<file path="src/rtl/addsub_arbiter.sv">
// Round-robin arbiter between a Wishbone slave port and a logic-analyzer requester sharing one add/sub datapath.
// Optional datapath-wait abort is enabled by defining ADDSUB_ARB_TIMEOUT_EN.
module addsub_arbiter #(
  parameter int TIMEOUT = 16
) (
  input  logic        wb_clk_i,
  input  logic        wb_rst_i,
  input  logic        wbs_cyc_i,
  input  logic        wbs_stb_i,
  input  logic        wbs_we_i,
  input  logic [3:0]  wbs_sel_i,
  input  logic [31:0] wbs_dat_i,
  output logic        wbs_ack_o,
  output logic [31:0] wbs_dat_o,
  input  logic        la_req_i,
  input  logic        la_sub_i,
  input  logic [31:0] la_operands_i,
  output logic        la_ack_o,
  output logic [31:0] la_result_o,
  output logic        dp_valid_o,
  output logic        dp_sub_o,
  output logic [15:0] dp_a_o,
  output logic [15:0] dp_b_o,
  input  logic        dp_ready_i,
  input  logic [31:0] dp_result_i,
  output logic        busy_o,
  output logic        err_o,
  output logic [1:0]  dbg_state_o
);

  // Datapath handshake: dp_valid_o rises when a request is issued and stays high with
  // stable operands until the first rising edge where dp_ready_i is sampled high.

  typedef enum logic [1:0] {
    IDLE  = 2'd0,
    ISSUE = 2'd1,
    RESP  = 2'd2
  } state_t;

  state_t      state_q, state_d;
  logic        gnt_la_q, gnt_la_d;
  logic        last_la_q, last_la_d;
  logic        ack_en_q, ack_en_d;
  logic        sub_q, sub_d;
  logic [15:0] a_q, a_d;
  logic [15:0] b_q, b_d;
  logic [31:0] wb_dat_q, wb_dat_d;
  logic [31:0] la_res_q, la_res_d;

  logic wb_req;
  logic wb_sub;
  logic pick_la;
  logic sel_unused;

  assign wb_req     = wbs_cyc_i & wbs_stb_i;
  assign wb_sub     = wbs_we_i & wbs_sel_i[0];
  assign sel_unused = ^wbs_sel_i[3:1];
  // On a tie the requester that was not served last wins.
  assign pick_la    = la_req_i & (~wb_req | ~last_la_q);

  if (TIMEOUT < 1) begin : g_bad_timeout
    $error("TIMEOUT must be at least 1");
  end

`ifdef ADDSUB_ARB_TIMEOUT_EN
  localparam int CNT_W = (TIMEOUT > 1) ? $clog2(TIMEOUT) : 1;
  logic [CNT_W-1:0] cnt_q, cnt_d;
  logic             err_q, err_d;
`endif

  always_comb begin
    state_d   = state_q;
    gnt_la_d  = gnt_la_q;
    last_la_d = last_la_q;
    ack_en_d  = ack_en_q;
    sub_d     = sub_q;
    a_d       = a_q;
    b_d       = b_q;
    wb_dat_d  = wb_dat_q;
    la_res_d  = la_res_q;
`ifdef ADDSUB_ARB_TIMEOUT_EN
    cnt_d     = cnt_q;
    err_d     = err_q;
`endif
    case (state_q)
      IDLE: begin
        if (wb_req || la_req_i) begin
          gnt_la_d  = pick_la;
          last_la_d = pick_la;
          ack_en_d  = 1'b1;
          sub_d     = pick_la ? la_sub_i : wb_sub;
          a_d       = pick_la ? la_operands_i[31:16] : wbs_dat_i[31:16];
          b_d       = pick_la ? la_operands_i[15:0] : wbs_dat_i[15:0];
          state_d   = ISSUE;
`ifdef ADDSUB_ARB_TIMEOUT_EN
          cnt_d     = '0;
`endif
        end
      end
      ISSUE: begin
        // A Wishbone master that walks away still gets its result, just no ack.
        if (!gnt_la_q && !wb_req) ack_en_d = 1'b0;
        if (dp_ready_i) begin
          if (gnt_la_q) la_res_d = dp_result_i;
          else          wb_dat_d = dp_result_i;
          state_d = RESP;
        end
`ifdef ADDSUB_ARB_TIMEOUT_EN
        else if (cnt_q == CNT_W'(TIMEOUT - 1)) begin
          if (gnt_la_q) la_res_d = 32'hFFFF_FFFF;
          else          wb_dat_d = 32'hFFFF_FFFF;
          err_d   = 1'b1;
          state_d = RESP;
        end else begin
          cnt_d = cnt_q + CNT_W'(1);
        end
`endif
      end
      RESP:    state_d = IDLE;
      default: state_d = IDLE;
    endcase
  end

  always_ff @(posedge wb_clk_i or negedge wb_rst_i) begin
    if (!wb_rst_i) begin
      state_q   <= IDLE;
      gnt_la_q  <= 1'b0;
      last_la_q <= 1'b1;
      ack_en_q  <= 1'b0;
      sub_q     <= 1'b0;
      a_q       <= '0;
      b_q       <= '0;
      wb_dat_q  <= '0;
      la_res_q  <= '0;
    end else begin
      state_q   <= state_d;
      gnt_la_q  <= gnt_la_d;
      last_la_q <= last_la_d;
      ack_en_q  <= ack_en_d;
      sub_q     <= sub_d;
      a_q       <= a_d;
      b_q       <= b_d;
      wb_dat_q  <= wb_dat_d;
      la_res_q  <= la_res_d;
    end
  end

`ifdef ADDSUB_ARB_TIMEOUT_EN
  always_ff @(posedge wb_clk_i or negedge wb_rst_i) begin
    if (!wb_rst_i) begin
      cnt_q <= '0;
      err_q <= 1'b0;
    end else begin
      cnt_q <= cnt_d;
      err_q <= err_d;
    end
  end
  assign err_o = err_q;
`else
  assign err_o = 1'b0;
`endif

  assign dp_valid_o  = (state_q == ISSUE);
  assign dp_sub_o    = sub_q;
  assign dp_a_o      = a_q;
  assign dp_b_o      = b_q;
  assign wbs_ack_o   = (state_q == RESP) & ~gnt_la_q & ack_en_q;
  assign la_ack_o    = (state_q == RESP) & gnt_la_q;
  assign wbs_dat_o   = wb_dat_q;
  assign la_result_o = la_res_q;
  assign busy_o      = (state_q != IDLE);
  assign dbg_state_o = state_q;

endmodule

</file>
<file path="config.mk">
export PLATFORM = sky130hd
export DESIGN_NAME = addsub_arbiter
export DESIGN_NICKNAME = d
export VERILOG_FILES = /design/src/rtl/addsub_arbiter.sv
export SDC_FILE = /design/constraint.sdc
export NUM_CORES = 1
export LEC_CHECK = 0
export BUFFER_PORTS_ARGS = -buffer_cell sky130_fd_sc_hd__buf_2
export CAP_MARGIN = 20
export CELL_PAD_IN_SITES_DETAIL_PLACEMENT = 0
export CELL_PAD_IN_SITES_GLOBAL_PLACEMENT = 2
export CORE_UTILIZATION = 32
export DETAILED_ROUTE_END_ITERATION = 12
export PLACE_DENSITY_LB_ADDON = 0.1
export SLEW_MARGIN = 20
export SYNTH_ARGS = -nofsm -noshare
export SYNTH_HDL_FRONTEND = slang
export SYNTH_SLANG_ARGS = --single-unit
</file>
<file path="constraint.sdc">
create_clock -name wb_clk_i -period 2 [get_ports wb_clk_i]
set_input_delay 0.1 -clock wb_clk_i [delete_from_list [all_inputs] [get_ports wb_clk_i]]
set_output_delay 0.1 -clock wb_clk_i [all_outputs]
set_load 0.005 [all_outputs]
</file>
==> metrics.cfg <==
[floorplanning]
floorplan.io_pins = 212
die_footprint_um2 = 15100
dieHeight_um = 123
placement_rows = 43
initial_core_util = 0.332
fp.coreArea_um2 = 14100
die_w_um = 123

[global_route]
grt.total_usage = 0.172
grt_pass1_vias = 3739
grt-ovfl-total = 0
grt_first_pass_wirelength_mm = 19.6
number_of_antenna_violations_at_the_first_check_in_global_routing = 1
grt_max_degree = 42

[logic_synthesis]
muxShareOfSynthArea = 0.178
post_synth_and_or_nand_nor_area_fraction = 0.0543
synth_sequential_area_ratio = 0.546
synth-compound-area-share = 0.165
yosys.area_share.xor_xnor = 0
ys.flop_type = sky130_fd_sc_hd__dfrtp_1
synth-seq-cells = 102
yosys-top-cells-count = sky130_fd_sc_hd__dfrtp_1, sky130_fd_sc_hd__a21oi_1, sky130_fd_sc_hd__nand3_1
synth_fp_nets = 461
synth_largest_type_area_fraction = 0.540
postSynthCellCount = 353
synthDistinctLibCells = 29
post_synth.cell_area_avg_um2 = 13.3
yosys_warnings = 0
dominant_combinational_cell_family_by_area_after_synthesis = multiplexers
synth_area_um2 = 4680
yosys-top-cells-area = sky130_fd_sc_hd__dfrtp_1, sky130_fd_sc_hd__mux2_4, sky130_fd_sc_hd__a31oi_2, sky130_fd_sc_hd__mux2_2, sky130_fd_sc_hd__a21oi_1
number_of_synthesized_flops_with_an_enable_pin = 0
synth_largest_area_cell = sky130_fd_sc_hd__dfrtp_1
post-synth-top-count-cell = sky130_fd_sc_hd__dfrtp_1
synth_async_sr_flop_share = 1.00
synth_adder_area_share = 0

[routing]
route.antenna.remaining_nets = 0
via_per_inst = 4.71
num_vias = 3638
route.detailed.wl_per_inst_um = 16.3
detailed_routing_iterations_pass_1 = 4
drc = 0
first_iter_violations = 117
drt_wl_total_mm = 12.6

[finish]
layout.nets = 696
finalNonFillerCells = 773
num_antenna_cells = 0
post_route_standard_cell_area_excluding_fillers_um2 = 6580
area_growth_syn_to_layout_pct = 40.6
final_layout_size_suffix_gt1_frac = 0.565

[sta]
finalCritPeriodShare = 0.852
achievable_clock_frequency_mhz = 587
finalClockSkew_ns = 0.00752
report.final.hold_viol_count = 0
period_needed_ns = 1.70
grt_setup_unrepaired = false
finalMaxSlewViolations = 0
setup_violations_final = 0
setup_tns_ns = 0

[hold_path]
hold_path_startpoint = dp_result_i[4]
hp-class = in2reg

[clocking]
cts_root_buf = sky130_fd_sc_hd__clkbuf_16
tritoncts_num_sinks = 102
clkTransAtPathRegs_ns = 0.07
cts.htree.levels = 3
cts_inserted_buffers = 9
cts.path.max_buffers = 2
postCtsSetupRepairBufs = 0
clock_tree_from_tritoncts = yes
insertion_delay_ns = 0.34

[place]
place.detailed.instances = 724
port-buffer-count = 207
post-dp-hpwl_mm = 8.65
placer_congestion = 0.689
dpl_cell_area_um2 = 5890

[critical_path]
regToRegStartpoint = dbg_state_o[0]$_DFFE_PN0P_
crit_fanout = 10
data_required_time_of_the_critical_path_ns = 2.23
critical_path_arrival_ns = 1.93
startpoint_type = flop
path_class = reg2reg
setup.worst_path.end_class = flop
crit_path_start = dbg_state_o[0]$_DFFE_PN0P_

[job]
max_cap_violations = 0

[power]
vdd_drop_max_mv = 0.516
leakagePower_nw = 3.07
power_density_nw_per_um2 = 1470

[status]
outcome = finished clean

[worst paths after layout]
check	to	slack [ns]	cells after the start
setup / recovery	wbs_dat_o[11]$_DFFE_PN0P_	0.30	4
hold / removal	wbs_dat_o[4]$_DFFE_PN0P_	0.02	2
setup reg to reg	wbs_dat_o[11]$_DFFE_PN0P_	0.30	4
hold reg to reg	la_result_o[3]$_DFFE_PN0P_	0.49	1
max in group asynchronous	last_la_q$_DFFE_PN1P_	1.16	3
min in group asynchronous	wbs_dat_o[14]$_DFFE_PN0P_	0.22	2
[routing by layer]
layer  up-vias  part of all wire  track usage
li1       1755                 -            -
met1      1735              0.43        0.211
met2       133              0.48        0.284
met3        13             0.081       0.0503
met4         2             0.012       0.0663
met5         -           0.00079            0
[flip-flops by register name, summed over array words and instances, names as in the netlist]
register / cells
gnt_la_q: 1
wbs_dat_o: 32
ack_en_q: 1
dp_b_o: 16
dbg_state_o: 2
dp_sub_o: 1
last_la_q: 1
dp_a_o: 16
la_result_o: 32
[metrics by stage]
| step | hold WS (ns) | worst slack (ns) | power [mW] | utilization |
|---|---|---|---|---|
| after floorplan | -0.196 | 0.535 | 5.95 | - |
| after global placement | 0.0597 | 0.331 | 7.55 | 0.418 |
| after detailed placement | 0.0608 | 0.286 | 7.61 | 0.418 |
| after CTS | 0.00000430 | 0.250 | 9.81 | 0.466 |
| after global routing | 0.00572 | 0.181 | 10.4 | 0.467 |
| final | 0.0158 | 0.296 | 9.65 | 0.467 |
[worst max-delay path, stage by stage (launching register included)]
cell,delay (ns)
sky130_fd_sc_hd__dfrtp_1,0.41
sky130_fd_sc_hd__nor2b_4,0.23
sky130_fd_sc_hd__and3b_2,0.41
sky130_fd_sc_hd__buf_4,0.23
sky130_fd_sc_hd__mux2_4,0.30
[what timing repair did]
item | 4_1_cts | 5_1_grt
hold buffers | 32 | 1
setup endpoints to repair | 0 | 0
endpoints found under the hold margin | 84 | 1
resized for setup | 0 | 0
[kinds of logic (layout without fill, tap and decap cells)]
kind of cell / after synthesis / after routing
multiplexers: 64 / 64
AO/OA/AOI/OAI: 105 / 105
AND/OR/NAND/NOR: 45 / 45
flip-flops: 102 / 102
buffers and inverters: 36 / 276
other: 1 / 1
[power by group]
group / leakage (nW) / switching, mW / internal (mW) / total [mW]
Sequential: 1.19 / 0.536 / 3.12 / 3.65
Clock: 0.179 / 0.775 / 1.33 / 2.11
Combinational: 1.70 / 1.70 / 2.19 / 3.89
Total: 3.07 / 3.01 / 6.64 / 9.65
[final cells by class]
type | instances | area, um^2
fill | 1347 | 7510
clock buffer | 12 | 267
inverter | 3 | 11.3
multi-input combinational | 215 | 1870
sequential | 102 | 2550
clock inverter | 4 | 98.8
timing repair buffer | 257 | 1560
tap | 180 | 225
[layout by cell type, fill, tap and decap left out, drive strengths merged, types with 2 or more instances in the layout]
| cell | synthesis | final |
|---|---|---|
| a31oi | 33 | 33 |
| dfrtp | 101 | 101 |
| o21ai | 33 | 33 |
| buf | 15 | 224 |
| nand2 | 2 | 2 |
| clkbuf | 18 | 12 |
| a21o | 2 | 2 |
| and3b | 2 | 2 |
| mux2 | 64 | 64 |
| and2 | 2 | 2 |
| a21oi | 34 | 34 |
| bufinv | 0 | 3 |
| nand3 | 35 | 35 |
| dlygate4sd3 | 0 | 33 |
| inv | 3 | 4 |
| a32o | 2 | 2 |
Power figures use the tool's default switching activity.
